### src/rtl/digitizer_pkg.sv
// Shared types and constants for the ADC stream packetizer.
// Packet header insertion is controlled by the ADC_PKT_HEADER_EN macro.
package digitizer_pkg;

    typedef enum logic [1:0] {
        IDLE  = 2'd0,
        RUN   = 2'd1,
        DRAIN = 2'd2
    } pkt_state_t;

    localparam logic [15:0] HDR_MAGIC = 16'hA5A5;
    localparam int          SAMPLE_W  = 16;

endpackage

### src/rtl/adc_pkt_fifo.sv
// First-word-fall-through FIFO holding {last, data}; depth 2**AW.
// A write into a full FIFO is accepted when a read happens in the same cycle.
module adc_pkt_fifo #(
    parameter int AW = 4,
    parameter int W  = 33
) (
    input  logic         clk,
    input  logic         resetn,
    input  logic         wr_en_i,
    input  logic [W-1:0] wr_data_i,
    input  logic         rd_en_i,
    output logic [W-1:0] rd_data_o,
    output logic         empty_o,
    output logic [AW:0]  count_o
);

    localparam logic [AW:0] DEPTH = (AW+1)'(2**AW);

    logic [W-1:0]  mem_q [2**AW];
    logic [AW-1:0] wr_ptr_q, wr_ptr_d;
    logic [AW-1:0] rd_ptr_q, rd_ptr_d;
    logic [AW:0]   count_q, count_d;
    logic          wr_ok, rd_ok;

    assign empty_o   = (count_q == '0);
    assign count_o   = count_q;
    assign rd_data_o = mem_q[rd_ptr_q];
    assign rd_ok     = rd_en_i && !empty_o;
    assign wr_ok     = wr_en_i && ((count_q != DEPTH) || rd_ok);

    always_comb begin
        wr_ptr_d = wr_ptr_q + AW'(wr_ok);
        rd_ptr_d = rd_ptr_q + AW'(rd_ok);
        count_d  = count_q + (AW+1)'(wr_ok) - (AW+1)'(rd_ok);
    end

    always_ff @(posedge clk) begin
        if (!resetn) begin
            wr_ptr_q <= '0;
            rd_ptr_q <= '0;
            count_q  <= '0;
        end else begin
            wr_ptr_q <= wr_ptr_d;
            rd_ptr_q <= rd_ptr_d;
            count_q  <= count_d;
        end
    end

    always_ff @(posedge clk) begin
        if (wr_ok) begin
            mem_q[wr_ptr_q] <= wr_data_i;
        end
    end

endmodule

### src/rtl/adc_stream_packetizer.sv
// Packs 16-bit ADC samples into 32-bit AXI4-Stream words, framed into fixed-length packets.
// Define ADC_PKT_HEADER_EN to prefix every packet with a {A5A5, seq} header word.
module adc_stream_packetizer
    import digitizer_pkg::*;
#(
    parameter int FIFO_AW = 4,
    parameter int PKT_W   = 16
) (
    input  logic                clk,
    input  logic                resetn,
    input  logic                adc_valid,
    input  logic [SAMPLE_W-1:0] adc_data,
    input  logic                ctrl_start,
    input  logic                ctrl_test,
    input  logic [PKT_W-1:0]    ctrl_pkt_size,
    output logic [31:0]         m_axis_tdata,
    output logic                m_axis_tvalid,
    input  logic                m_axis_tready,
    output logic                m_axis_tlast,
    output logic                busy,
    output logic                overflow
);

    localparam logic [PKT_W-1:0]   PKT_ONE = PKT_W'(1);
    localparam logic [FIFO_AW:0]   DEPTH   = (FIFO_AW+1)'(2**FIFO_AW);

    pkt_state_t            state_q, state_d;
    logic [PKT_W-1:0]      pkt_size_q, pkt_size_d;
    logic [PKT_W-1:0]      word_cnt_q, word_cnt_d;
    logic                  half_q, half_d;
    logic [SAMPLE_W-1:0]   half_data_q, half_data_d;
    logic [SAMPLE_W-1:0]   test_cnt_q, test_cnt_d;
    logic                  pend_q, pend_d;
    logic [31:0]           pend_data_q, pend_data_d;
    logic                  overflow_q, overflow_d;
`ifdef ADC_PKT_HEADER_EN
    logic [15:0]           seq_q, seq_d;
    logic                  hdr_sent_q, hdr_sent_d;
    logic                  fifo_room2;
`endif

    logic                  fifo_wr, fifo_rd, fifo_empty, fifo_full, fifo_room1;
    logic [32:0]           fifo_wdata, fifo_rdata;
    logic [FIFO_AW:0]      fifo_count;
    logic [SAMPLE_W-1:0]   sample;
    logic                  pend_last, leave_run;

    adc_pkt_fifo #(
        .AW (FIFO_AW),
        .W  (33)
    ) u_fifo (
        .clk       (clk),
        .resetn    (resetn),
        .wr_en_i   (fifo_wr),
        .wr_data_i (fifo_wdata),
        .rd_en_i   (fifo_rd),
        .rd_data_o (fifo_rdata),
        .empty_o   (fifo_empty),
        .count_o   (fifo_count)
    );

    assign m_axis_tvalid = !fifo_empty;
    assign m_axis_tdata  = fifo_empty ? 32'd0 : fifo_rdata[31:0];
    assign m_axis_tlast  = fifo_empty ? 1'b0  : fifo_rdata[32];
    assign busy          = (state_q != IDLE);
    assign overflow      = overflow_q;

    assign fifo_rd    = m_axis_tvalid && m_axis_tready;
    assign fifo_full  = (fifo_count == DEPTH);
    assign fifo_room1 = !fifo_full || fifo_rd;
`ifdef ADC_PKT_HEADER_EN
    assign fifo_room2 = (fifo_count <= DEPTH - 2) || (fifo_rd && (fifo_count <= DEPTH - 1));
`endif

    assign sample    = ctrl_test ? test_cnt_q : adc_data;
    assign pend_last = (word_cnt_q == pkt_size_q - PKT_ONE);
    // Leave RUN only on a packet boundary with nothing half-built or waiting to be written.
    assign leave_run = !ctrl_start && (word_cnt_q == '0) && !half_q && !pend_q;

    always_comb begin
        state_d     = state_q;
        pkt_size_d  = pkt_size_q;
        word_cnt_d  = word_cnt_q;
        half_d      = half_q;
        half_data_d = half_data_q;
        test_cnt_d  = test_cnt_q;
        pend_d      = pend_q;
        pend_data_d = pend_data_q;
        overflow_d  = overflow_q;
`ifdef ADC_PKT_HEADER_EN
        seq_d       = seq_q;
        hdr_sent_d  = hdr_sent_q;
`endif
        fifo_wr     = 1'b0;
        fifo_wdata  = '0;

        // Write stage: completed word goes to the FIFO, or is dropped without advancing the packet.
        if (pend_q) begin
`ifdef ADC_PKT_HEADER_EN
            if ((word_cnt_q == '0) && !hdr_sent_q) begin
                if (fifo_room2) begin
                    fifo_wr    = 1'b1;
                    fifo_wdata = {1'b0, HDR_MAGIC, seq_q};
                    hdr_sent_d = 1'b1;
                end else begin
                    pend_d     = 1'b0;
                    overflow_d = 1'b1;
                end
            end else
`endif
            begin
                if (fifo_room1) begin
                    fifo_wr    = 1'b1;
                    fifo_wdata = {pend_last, pend_data_q};
                    pend_d     = 1'b0;
                    if (pend_last) begin
                        word_cnt_d = '0;
`ifdef ADC_PKT_HEADER_EN
                        hdr_sent_d = 1'b0;
                        seq_d      = seq_q + 16'd1;
`endif
                    end else begin
                        word_cnt_d = word_cnt_q + PKT_ONE;
                    end
                end else begin
                    pend_d     = 1'b0;
                    overflow_d = 1'b1;
                end
            end
        end

        if ((state_q == RUN) && !leave_run && adc_valid) begin
            test_cnt_d = test_cnt_q + 16'd1;
            if (!half_q) begin
                half_d      = 1'b1;
                half_data_d = sample;
            end else begin
                half_d      = 1'b0;
                pend_d      = 1'b1;
                pend_data_d = {sample, half_data_q};
            end
        end

        case (state_q)
            IDLE: begin
                if (ctrl_start) begin
                    state_d    = RUN;
                    pkt_size_d = (ctrl_pkt_size == '0) ? PKT_ONE : ctrl_pkt_size;
                    word_cnt_d = '0;
                    half_d     = 1'b0;
                    test_cnt_d = '0;
                    overflow_d = 1'b0;
`ifdef ADC_PKT_HEADER_EN
                    seq_d      = '0;
                    hdr_sent_d = 1'b0;
`endif
                end
            end
            RUN: begin
                if (leave_run) begin
                    state_d = DRAIN;
                end
            end
            DRAIN: begin
                if (fifo_empty && !pend_q) begin
                    state_d = IDLE;
                end
            end
            default: state_d = IDLE;
        endcase
    end

    always_ff @(posedge clk) begin
        if (!resetn) begin
            state_q    <= IDLE;
            pkt_size_q <= PKT_ONE;
            word_cnt_q <= '0;
            half_q     <= 1'b0;
            test_cnt_q <= '0;
            pend_q     <= 1'b0;
            overflow_q <= 1'b0;
`ifdef ADC_PKT_HEADER_EN
            seq_q      <= '0;
            hdr_sent_q <= 1'b0;
`endif
        end else begin
            state_q    <= state_d;
            pkt_size_q <= pkt_size_d;
            word_cnt_q <= word_cnt_d;
            half_q     <= half_d;
            test_cnt_q <= test_cnt_d;
            pend_q     <= pend_d;
            overflow_q <= overflow_d;
`ifdef ADC_PKT_HEADER_EN
            seq_q      <= seq_d;
            hdr_sent_q <= hdr_sent_d;
`endif
        end
    end

    always_ff @(posedge clk) begin
        half_data_q <= half_data_d;
        pend_data_q <= pend_data_d;
    end

endmodule

### config.mk
export PLATFORM = sky130hd
export DESIGN_NAME = adc_stream_packetizer
export DESIGN_NICKNAME = d
export VERILOG_FILES = /design/src/rtl/digitizer_pkg.sv /design/src/rtl/adc_pkt_fifo.sv /design/src/rtl/adc_stream_packetizer.sv
export SDC_FILE = /design/constraint.sdc
export NUM_CORES = 1
export LEC_CHECK = 0
export CAP_MARGIN = 10
export CORE_MARGIN = 2
export CORE_UTILIZATION = 40
export DETAILED_ROUTE_END_ITERATION = 10
export PLACE_DENSITY_LB_ADDON = 0.05
export REMOVE_ABC_BUFFERS = 1
export SYNTH_ARGS = -nofsm -noshare
export SYNTH_HDL_FRONTEND = slang
export SYNTH_SLANG_ARGS = --single-unit
### constraint.sdc
create_clock -name clk -period 4.7 [get_ports clk]
set_clock_uncertainty 0.15 [all_clocks]
set_input_delay 0.94 -clock clk [delete_from_list [all_inputs] [get_ports clk]]
set_output_delay 0.94 -clock clk [all_outputs]
set_load 0.01 [all_outputs]
-- Word-level counts from Yosys, hierarchy flattened
Memories as Yosys holds them, arrays and structs flattened. A register that Yosys moved wholly into a read port is not among the register bits.
Cells that the tools add are included.
- add/sub/neg operators: 7
- equality and inequality tests: 8
- multiplexer cells: 32
- bitwise logic cells: 1
- reduce and logical (&&, ||, !) cells: 27
- operators with widths (kind ; number):
    16-bit 2-to-1 mux ; 10
    33-bit 2-to-1 mux ; 2
    16-bit by 1-bit adder with 16-bit output, second input constant ; 2
    16-bit zero test ; 2
    32-bit 2-to-1 mux ; 1
    16-bit == test ; 1
    16-bit by 1-bit subtractor with 16-bit output, second input constant ; 1
    1-bit 2-to-1 mux ; 14
    1-bit logical AND ; 9
    4-bit by 1-bit adder with 4-bit output ; 2
    2-bit AND reduction ; 4
    1-bit zero test ; 6
    2-bit 2-to-1 mux ; 3
    2-bit != test, second input constant ; 3
    2-bit case mux with 3 select lines ; 1
    5-bit by 1-bit adder with 5-bit output ; 1
    5-bit == test, second input constant ; 1
    5-bit zero test ; 1
    5-bit != test, second input constant ; 1
    5-bit by 1-bit subtractor with 5-bit output ; 1
    4-bit 2-to-1 mux ; 1
    3-bit AND reduction ; 1
    2-bit by 1-bit == test with 1-bit output, second input constant ; 1
    2-bit == test, second input constant ; 1
    other kinds (4) ; 5
- register bits after elaboration: 114
- bits in writable memories: 528
- input bits: 38
- output and inout port bits: 36
- word-level logic and storage cells: 88
- memories: 1
- memories (name ; depth ; bits a word ; read ports ; clocked after Yosys merged registers in ; write ports ; RTL line ; source):
    u_fifo.mem_q ; 16 ; 33 ; 1 ; 1 ; 1 ; adc_pkt_fifo.sv:19 ; logic [W-1:0] mem_q [2**AW];

-- Depth between registers and ports, before layout
Gate-level depths: netlist (run 1).
- depth in word-level cells: 10
- mapped depth: 16
- mapped depth without buffers: 15

-- Modules after synthesis
From an unflattened synthesis (run 1), not the netlist that was laid out.
- cells, all modules: 1383
- area, all modules: 25668.4 um^2
- by module, submodules not included (module ; instances ; cells each ; area each (um^2) ; sequential area each (um^2)):
    adc_pkt_fifo ; 1 ; 901 ; 20654.8 ; 16115.5
    adc_stream_packetizer ; 1 ; 482 ; 5013.6 ; 2502.4

-- Worst setup path before layout (run 1)
Ideal clock, no wire load.
- path kind: input to register
- start point: input m_axis_tready
- end point: memory u_fifo.mem_q[3][0], enable pin
- library setup time: 0.464 ns
- data arrival time: 4.120 ns
- required time: 4.086 ns
- setup slack: -0.034 ns
- stages: 7
- buffers on the path: 2
- cells stage by stage: or3b_2 -> clkbuf_1 -> nand2_1 -> inv_1 -> buf_2 -> nand3_1 -> nor3_1
- cells in the longest elaborated chain, start to end: 7
- elaborated cells on any way between the ends: 9
- those cells by class: mux: 4; reduce/logical: 5
- RTL lines (element ; RTL line ; source):
    start, declared ; adc_stream_packetizer.sv:18 ; input logic m_axis_tready,
    1-bit logical AND * ; adc_stream_packetizer.sv:68 ; assign fifo_rd = m_axis_tvalid && m_axis_tready;
    1-bit logical OR ; adc_stream_packetizer.sv:70 ; assign fifo_room1 = !fifo_full || fifo_rd;
    1-bit 2-to-1 mux ; adc_stream_packetizer.sv:112 ; if (fifo_room1) begin
    1-bit 2-to-1 mux ; adc_stream_packetizer.sv:98 ; if (pend_q) begin
    1-bit logical AND * ; adc_pkt_fifo.sv:29 ; assign wr_ok = wr_en_i && ((count_q != DEPTH) || rd_ok);
    1-bit 2-to-1 mux * ; adc_pkt_fifo.sv:50 ; if (wr_ok) begin
    1-bit 2-to-1 mux (not written as such) * ; adc_pkt_fifo.sv:51 ; mem_q[wr_ptr_q] <= wr_data_i;
    end, declared ; adc_pkt_fifo.sv:19 ;
Every way passes the cells marked *; elsewhere a longest branch is shown, timed or not.

==> summary.txt, run 1 <==
Status: finished, final reports clean
CTS clk-pin slew, worst paths: 50 ps
CP endpoint kind: output port
Crit path max fanout: 21
Post-CTS sizing: 0
Die Area: 65600 µm²
Cts-stage hold buffer count: 0
# diodes: 0
Min-delay worst type: flip-flop to flip-flop
CORE AREA: 63000 µm²
Std cell rows: 92
Total congestion overflow: 0
Starting Density: 40.4%
Chip Width: 256 µm
Pin count of the biggest net entering global routing: 38
Postcts setup bufs: 0
Initial drt markers: 945
Detailed-route via count: 12673
Multi-input logic area: 6560 µm²
WL final: 62400 µm
Static Leakage: 10.6 nW
Top_reg_cell synth: edfxtp_1
Critical path's largest stage delay: 710 ps
Area share of the largest cell type after synthesis: 68.0%
Post-synth EDFFs: 576
Post-Layout Cell Count: 2341
CTS buffer count: 71
Layout area overhead: 17.1%
CTS root buf: clkbuf_16
Worst setup SP type: flip-flop
TritonCTS clock tree: yes
DP Cell Count: 2216
Hold slack final: 268 ps
Io pins: 74
Register bit total from synthesis: 642
Async set or reset register ratio after synthesis: 0%
Uppermost layer routed: met4
Nets@finish: 1498
Power per cell area: 463 nW/µm²
Final hold violations: 0
DR vias/cell: 5.41
ANT nets after route: 0
Max-slew violation count: 0
Global Route Usage Sum: 19.3%
Layout cells sized above 1: 23.7%
Final Cycle Share: 95.2%
Critical Path Slowest Stage Cell: dfxtp_4
Most common cell after layout, fill and taps aside: edfxtp_1
Most frequent cells in the layout: edfxtp_1, mux4_2, clkbuf_16
Synth unique cells: 56
Average routed wire per standard cell: 26.7 µm
CP delay by family, top: multiplexers
Synth area leader: edfxtp_1
Synth Area per Inst: 19.3 µm²
Critical path buffers and inverters: 2
CTS sink count: 642
Unrepaired setup endpoints after global routing: no
DRC: 0
Peak supply drop: 0.292 mV
Slew @ Worst Pin: 1090 ps
Cell mode on critical path: mux4_2
First-pass GRT wire length: 91700 µm
Vias in the first global route: 13161
Maxcap violations: 0
Synth area leaders: edfxtp_1, mux4_2, dfxtp_1
Pwr Total: 13.8 mW
Initial antenna violation count: 1
Met3 wire length: 2760 µm
Gp weighted congestion: 0.792
Die Y: 256 µm
M1 WL: 28300 µm
CP Cell Sequence: buf_4 > mux4_2 > mux4_2 > nor2b_1 > clkdlybuf4s50_1
Register-to-Register Setup Slack: 1110 ps
TNS Setup: 0 ps
Max transition margin: 27.6%
Ys Warns: 0
Sequential share of the synthesized area: 73.2%
Synthesized area: 25400 µm²
Crit path DAT: 3380 ps
F_max: 224 MHz
Worst Path Required: 3610 ps
IO Port Bufs: 73
CTS H-tree lvls: 3
Detailed Place HPWL: 35300 µm
Final setup vio count: 0
Period minus WS final: 4470 ps
Sequential Area: 18600 µm²
Deepest clock path buffer count: 3
Worst-Skew Late Latency: 600 ps
Drt first pass iters: 5
Met2 routed WL: 30000 µm
Crit path kind: flip-flop to output port
Fillers: 5299
Mapped Cells: 1316
-- metrics by stage --
stage	setup WS, ps	utilization, %	cell area (µm²)
2_1_floorplan	-3140	-	25100
3_3_place_gp	761	43.8	27600
3_5_place_dp	719	43.8	27600
4_1_cts	135	47.3	29800
5_1_grt	86.1	47.3	29800
6_report	226	47.3	29800
-- flip-flops by register name (all words and copies together) (netlist names) --
signal	cells
u_fifo.count_o	5
u_fifo.wr_ptr_q	4
u_fifo.rd_ptr_q	4
u_fifo.mem_q	528
state_q	2
word_cnt_q	16
pend_q	1
half_q	1
overflow	1
pkt_size_q	16
pend_data_q	32
half_data_q	16
test_cnt_q	16
-- synth_stat cells (all sizes together) (2+ instances only) --
library cell and number:
and2 12, nor3 20, clkbuf 51, xor2 25
nand4 10, buf 18, mux2 16, nor2b 37
nor4 6, o211ai 2, or3b 2, mux4 165
or4 5, nand2b 3, a21boi 16, nor4b 2
a21oi 13, ha 16, nand3 18, edfxtp 576
dfxtp 66, and3 40, mux2i 3, xnor2 26
nand2 51, or3 7, nand4b 2, nor2 58
o21ai 8, inv 22
-- cell families (layout without fill, tap and decap cells) --
family                     count (synthesis)  in the layout  synth area share [%]
buffers and inverters                     91            270                  1.42
adders and majority gates                 17             17                 0.866
and+or+nand+nor                          278            278                  5.81
xor gates and xnor gates                  51             51                  1.76
DFF                                      642            642                  73.2
muxes                                    184            184                  15.4
AOI/OAI and AO/OA                         53             53                  1.47
-- layout make-up --
| type | count | share of cell area [%] |
|---|---|---|
| inverter | 22 | 0.277 |
| timing repair buffer | 123 | 4.18 |
| multi-input combinational | 583 | 22.0 |
| clock inverter | 39 | 0.971 |
| tap | 846 | 3.56 |
| clock buffer | 86 | 6.40 |
| sequential | 642 | 62.6 |
-- metal layers --
layer	vias to the layer above	track usage [%]
met5	-	0
met4	0	5.64
met3	77	2.83
met1	6751	27.5
li1	5537	-
met2	308	30.8
-- worst paths after layout --
check                     startpoint                end  cells past startpoint
setup reg to reg   u_fifo.count_o[2]  u_fifo.count_o[4]                     14
hold / removal        half_data_q[6]     pend_data_q[6]                      0
hold reg to reg       half_data_q[6]     pend_data_q[6]                      0
setup / recovery  u_fifo.rd_ptr_q[0]       m_axis_tlast                      5
-- power by group --
group / switching, mW / total [mW] / internal (mW)
logic: 1.01 / 2.18 / 1.17
clock network: 2.19 / 5.28 / 3.10
registers: 0.141 / 6.32 / 6.18
total: 3.33 / 13.8 / 10.4
-- worst reg2reg max path, delay by kind of cell (launching register included) --
family,cells,cell delay (ps)
compound gates,1,120
flops,1,320
fa+ha+maj,3,630
simple gates,6,1810
buf+inv,4,450
Power figures use the tool's default switching activity.
==> run 2, diff against run 1 <==
CORE_UTILIZATION = 50   (was 40)
==> run 2 against run 1 <==
  * Cell area shrank 1.1%
  * Via count shrank 0.91%
  * Largest cell class unchanged
  * Highest routed layer unchanged
  * Clock-buffer cell count grew 7
  * Utilization grew 11 points
  * Clock power shrank 3%
==> summary.txt, run 2 (synthesized netlist as in run 1, its figures left out) <==
WL final: 57400 µm
Crit path kind: flip-flop to output port
Reg2Reg Depth: 14
First-pass GRT wire length: 84700 µm
M1 WL: 25500 µm
Cts-stage hold buffer count: 0
Top reg by flops: u_fifo.mem_q
Global Route Usage Sum: 22.3%
Starting Density: 50.7%
CTS H-tree lvls: 3
ANT nets after route: 0
Pwr Total: 13.5 mW
Reg-to-Reg End: u_fifo.count_o[4]
Crit path max fanout: 25
Most frequent cells in the layout: edfxtp_1, mux4_2, clkdlybuf4s50_1
Nets@finish: 1484
Most common cell after layout, fill and taps aside: edfxtp_1
CTS root buf: clkbuf_16
Slew @ Worst Pin: 964 ps
Register-to-Register Setup Slack: 1200 ps
Worst setup SP type: flip-flop
Die Y: 229 µm
Worst-Skew Late Latency: 590 ps
Post-CTS sizing: 0
Final hold violations: 0
Deepest clock path buffer count: 3
CORE AREA: 50200 µm²
DR vias/cell: 5.84
Total congestion overflow: 0
Gp weighted congestion: 0.775
Layout cells sized above 1: 22.6%
IO Port Bufs: 73
Min-delay worst type: flip-flop to flip-flop
Static Leakage: 10.5 nW
Chip Width: 229 µm
Met3 wire length: 2300 µm
Final core occ: 58.7%
Detailed Place HPWL: 31300 µm
Die Area: 52700 µm²
Crit path DAT: 3230 ps
Vias in the first global route: 13109
Postcts setup bufs: 0
Largest regs: u_fifo.mem_q x528, pend_data_q x32
Std cell rows: 82
Final setup vio count: 0
Uppermost layer routed: met4
F_max: 231 MHz
Initial antenna violation count: 1
CP endpoint kind: output port
Unrepaired setup endpoints after global routing: no
TritonCTS clock tree: yes
CTS clk-pin slew, worst paths: 60 ps
RR Startpoint: u_fifo.count_o[3]
Average routed wire per standard cell: 26.6 µm
Max reg flops: 528
Period minus WS final: 4320 ps
Peak supply drop: 0.358 mV
Met2 routed WL: 28600 µm
Max transition margin: 35.7%
Hold path depth: 0
CTS buffer count: 69
Initial drt markers: 932
Drt first pass iters: 5
Max-slew violation count: 0
Io pins: 74
Maxcap violations: 0
Detailed-route via count: 12558
WHS Endpoint: pend_data_q[7]
Final Cycle Share: 92.0%
Layout area overhead: 15.8%
Pin count of the biggest net entering global routing: 72
Hold slack final: 270 ps
Hold_sp: half_data_q[7]
Status: finished, final reports clean
CTS sink count: 642
Power per cell area: 459 nW/µm²
DRC: 0
Worst Path Required: 3610 ps
-- run 2: worst max-delay path: stages (launching register included) --
cell             delay (ps)
dfxtp_4                 440
buf_4                   470
mux4_2                  580
mux4_2                  460
nor2b_1                 160
clkdlybuf4s50_1         500
-- run 2: worst max path at each step --
| stage | from | to | slack (ps) | cells past startpoint |
|---|---|---|---|---|
| after floorplan | u_fifo.rd_ptr_q[0] | m_axis_tdata[0] | -3140 | 3 |
| after global placement | m_axis_tready | u_fifo.count_o[4] | 830 | 12 |
| after detailed placement | m_axis_tready | u_fifo.count_o[4] | 800 | 12 |
| after CTS | u_fifo.rd_ptr_q[0] | m_axis_tdata[17] | 280 | 5 |
| after global routing | u_fifo.rd_ptr_q[0] | m_axis_tdata[28] | 210 | 5 |
| final | u_fifo.rd_ptr_q[0] | m_axis_tdata[28] | 380 | 5 |
-- run 2: metal layers --
layer | vias up | global-route usage (%)
li1 | 5499 | -
met1 | 6711 | 31.5
met2 | 286 | 36.8
met3 | 62 | 3.06
met4 | 0 | 6.07
met5 | - | 0
-- run 2: power by group --
part / switching [mW] / internal, mW
clock network: 2.09 / 3.02
registers: 0.0785 / 6.18
logic: 1.01 / 1.14
-- run 2: final cells by class --
class / count / area [µm²]
antenna: 1 / 2.50
clock buffer: 93 / 1880
clock inverter: 28 / 231
fill: 3733 / 20700
inverter: 22 / 82.6
multi-input combinational: 583 / 6560
sequential: 642 / 18600
tap: 672 / 841
timing repair buffer: 111 / 1200
-- run 2: stage by stage --
step                cells  cell area (µm²)  setup TNS, ps  worst slack, ps
detailed placement   2030            27300              0              802
finish               2152            29400              0              378
global placement     2030            27300              0              829
CTS                  2151            29400              0              279
floorplan            1247            25100        -122760            -3140
global route         2152            29400              0              210
==> run 3, diff against run 2 <==
CORE_MARGIN = 3   (was 2)
==> run 3 against run 2 <==
  * Global-route usage decreased by 0.27 points
  * Power increased by 1.0%
  * First-iteration DRC count increased by 3.8%
  * Sequential share of layout area decreased by 0.17 points
  * Fmax decreased by 1.8%
  * Clock-buffer cell count decreased by 8
  * Critical endpoint is now m_axis_tdata[31]
==> summary.txt, run 3 (synthesized netlist as in run 1, its figures left out) <==
DP Cell Count: 2035
Met2 routed WL: 28300 µm
CTS clk-pin slew, worst paths: 60 ps
M1 WL: 25000 µm
Peak supply drop: 0.273 mV
Max transition margin: 35.3%
Total congestion overflow: 0
Hold slack final: 269 ps
Most common cell after layout, fill and taps aside: edfxtp_1
Final setup vio count: 0
Clock power frac: 38.2%
Register share of total power: 46.1%
Maxcap violations: 0
Postcts setup bufs: 0
Met3 wire length: 2950 µm
Period minus WS final: 4400 ps
WL final: 57100 µm
Max reg flops: 528
Fillers: 3692
Sw Share: 23.8%
Worst Path Required: 3610 ps
Status: finished, final reports clean
Power per cell area: 463 nW/µm²
Most frequent cells in the layout: edfxtp_1, mux4_2, clkdlybuf4s50_1
First-pass GRT wire length: 86100 µm
Deepest clock path buffer count: 3
Average routed wire per standard cell: 26.5 µm
Min-delay worst type: flip-flop to flip-flop
Initial drt markers: 967
Critical Path Slowest Stage Cell: dfxtp_4
Vias in the first global route: 13307
Post-CTS sizing: 0
Chip Width: 231 µm
CORE AREA: 50200 µm²
Critical path buffers and inverters: 2
CP delay by family, top: multiplexers
Starting Density: 50.7%
Worst slack, placed: 776 ps
Worst setup SP type: flip-flop
Pin count of the biggest net entering global routing: 55
# diodes: 0
Initial antenna violation count: 0
CTS H-tree lvls: 3
Top reg by flops: u_fifo.mem_q
TritonCTS clock tree: yes
Layout area overhead: 16.1%
CTS sink count: 642
Largest regs: u_fifo.mem_q x528, pend_data_q x32
Drt first pass iters: 5
Die Area: 53600 µm²
Cell mode on critical path: mux4_2
Die Y: 231 µm
Unrepaired setup endpoints after global routing: no
Multi-input logic area: 6560 µm²
Io pins: 74
DRC: 0
Uppermost layer routed: met4
Worst-Skew Late Latency: 600 ps
ANT nets after route: 0
Crit path kind: flip-flop to output port
TNS Setup: 0 ps
Global Route Usage Sum: 22.0%
Combinational share of power: 15.7%
IO Port Bufs: 73
Sequential Area: 18600 µm²
Pwr Total: 13.6 mW
Layout cells sized above 1: 23.5%
Internal power: 10.4 mW
Worst setup margin: 300 ps
Detailed Place HPWL: 32200 µm
Crit path max fanout: 26
Gp weighted congestion: 0.777
CTS buffer count: 68
Critical path's largest stage delay: 690 ps
Std cell rows: 82
NetSw: 3.24 mW
CTS root buf: clkbuf_16
Post-Layout Cell Count: 2155
Cts-stage hold buffer count: 0
CP endpoint kind: output port
Detailed-route via count: 12701
DR vias/cell: 5.89
Slew @ Worst Pin: 967 ps
Crit path DAT: 3310 ps
Static Leakage: 10.6 nW
Nets@finish: 1488
Final hold violations: 0
Final Cycle Share: 93.6%
CP Cell Sequence: buf_12 > mux4_2 > mux4_2 > nor2b_1 > clkdlybuf4s50_1
Max-slew violation count: 0
F_max: 227 MHz
[run 3: cell types whose count changed in the layout (fill, tap and decap cells not counted), moves of 2 or more]
cell	before	now
clkbuf_1	21	12
buf_4	23	29
clkinv_2	6	11
clkbuf_8	0	2
clkinv_1	15	13
clkinv_8	0	2
[run 3: stage by stage]
stage                     area [µm²]  utilization (%)
after floorplan                25100                -
after global placement         27300             54.5
after detailed placement       27300             54.5
after CTS                      29500             58.8
after global routing           29500             58.8
final                          29500             58.8
[run 3: final timing paths]
path | start | to | slack (ps) | depth (start not counted)
hold reg to reg | half_data_q[8] | pend_data_q[8] | 270 | 0
setup reg to reg | u_fifo.count_o[2] | u_fifo.count_o[4] | 1180 | 14
setup / recovery | u_fifo.rd_ptr_q[0] | m_axis_tdata[31] | 300 | 5
hold / removal | half_data_q[8] | pend_data_q[8] | 270 | 0
[run 3: cell type report]
cell class	instances	share of cell area, %
tap	672	2.85
inverter	22	0.280
timing repair buffer	116	4.16
clock inverter	35	1.08
multi-input combinational	583	22.2
clock buffer	85	6.27
sequential	642	63.1
[run 3: power groups by stage]
stage          clock network (mW)  registers, mW  logic, mW
2_1_floorplan                   0           6.62       1.26
3_3_place_gp                    0           6.42       2.19
3_5_place_dp                    0           6.42       2.20
4_1_cts                      5.33           6.30       2.21
5_1_grt                      5.56           6.31       2.33
6_report                     5.21           6.30       2.14
[run 3: per-layer routing]
metal  vias to the layer above  GRT usage, %
met3                        72          3.93
met2                       323          36.1
met4                         0          5.46
li1                       5522             -
met5                         -             0
met1                      6784          31.1
[run 3: worst reg2reg max path: stages, from the launching register on]
cell     delay (ps)
dfxtp_1         320
inv_1            80
ha_1            150
or3b_2          480
or3b_2          470
nand2_1         220
inv_1           240
ha_1            280
inv_1            80
fa_1            200
inv_1            50
a21oi_1         130
nor2_1           60
or3_1           330
and3_1          180
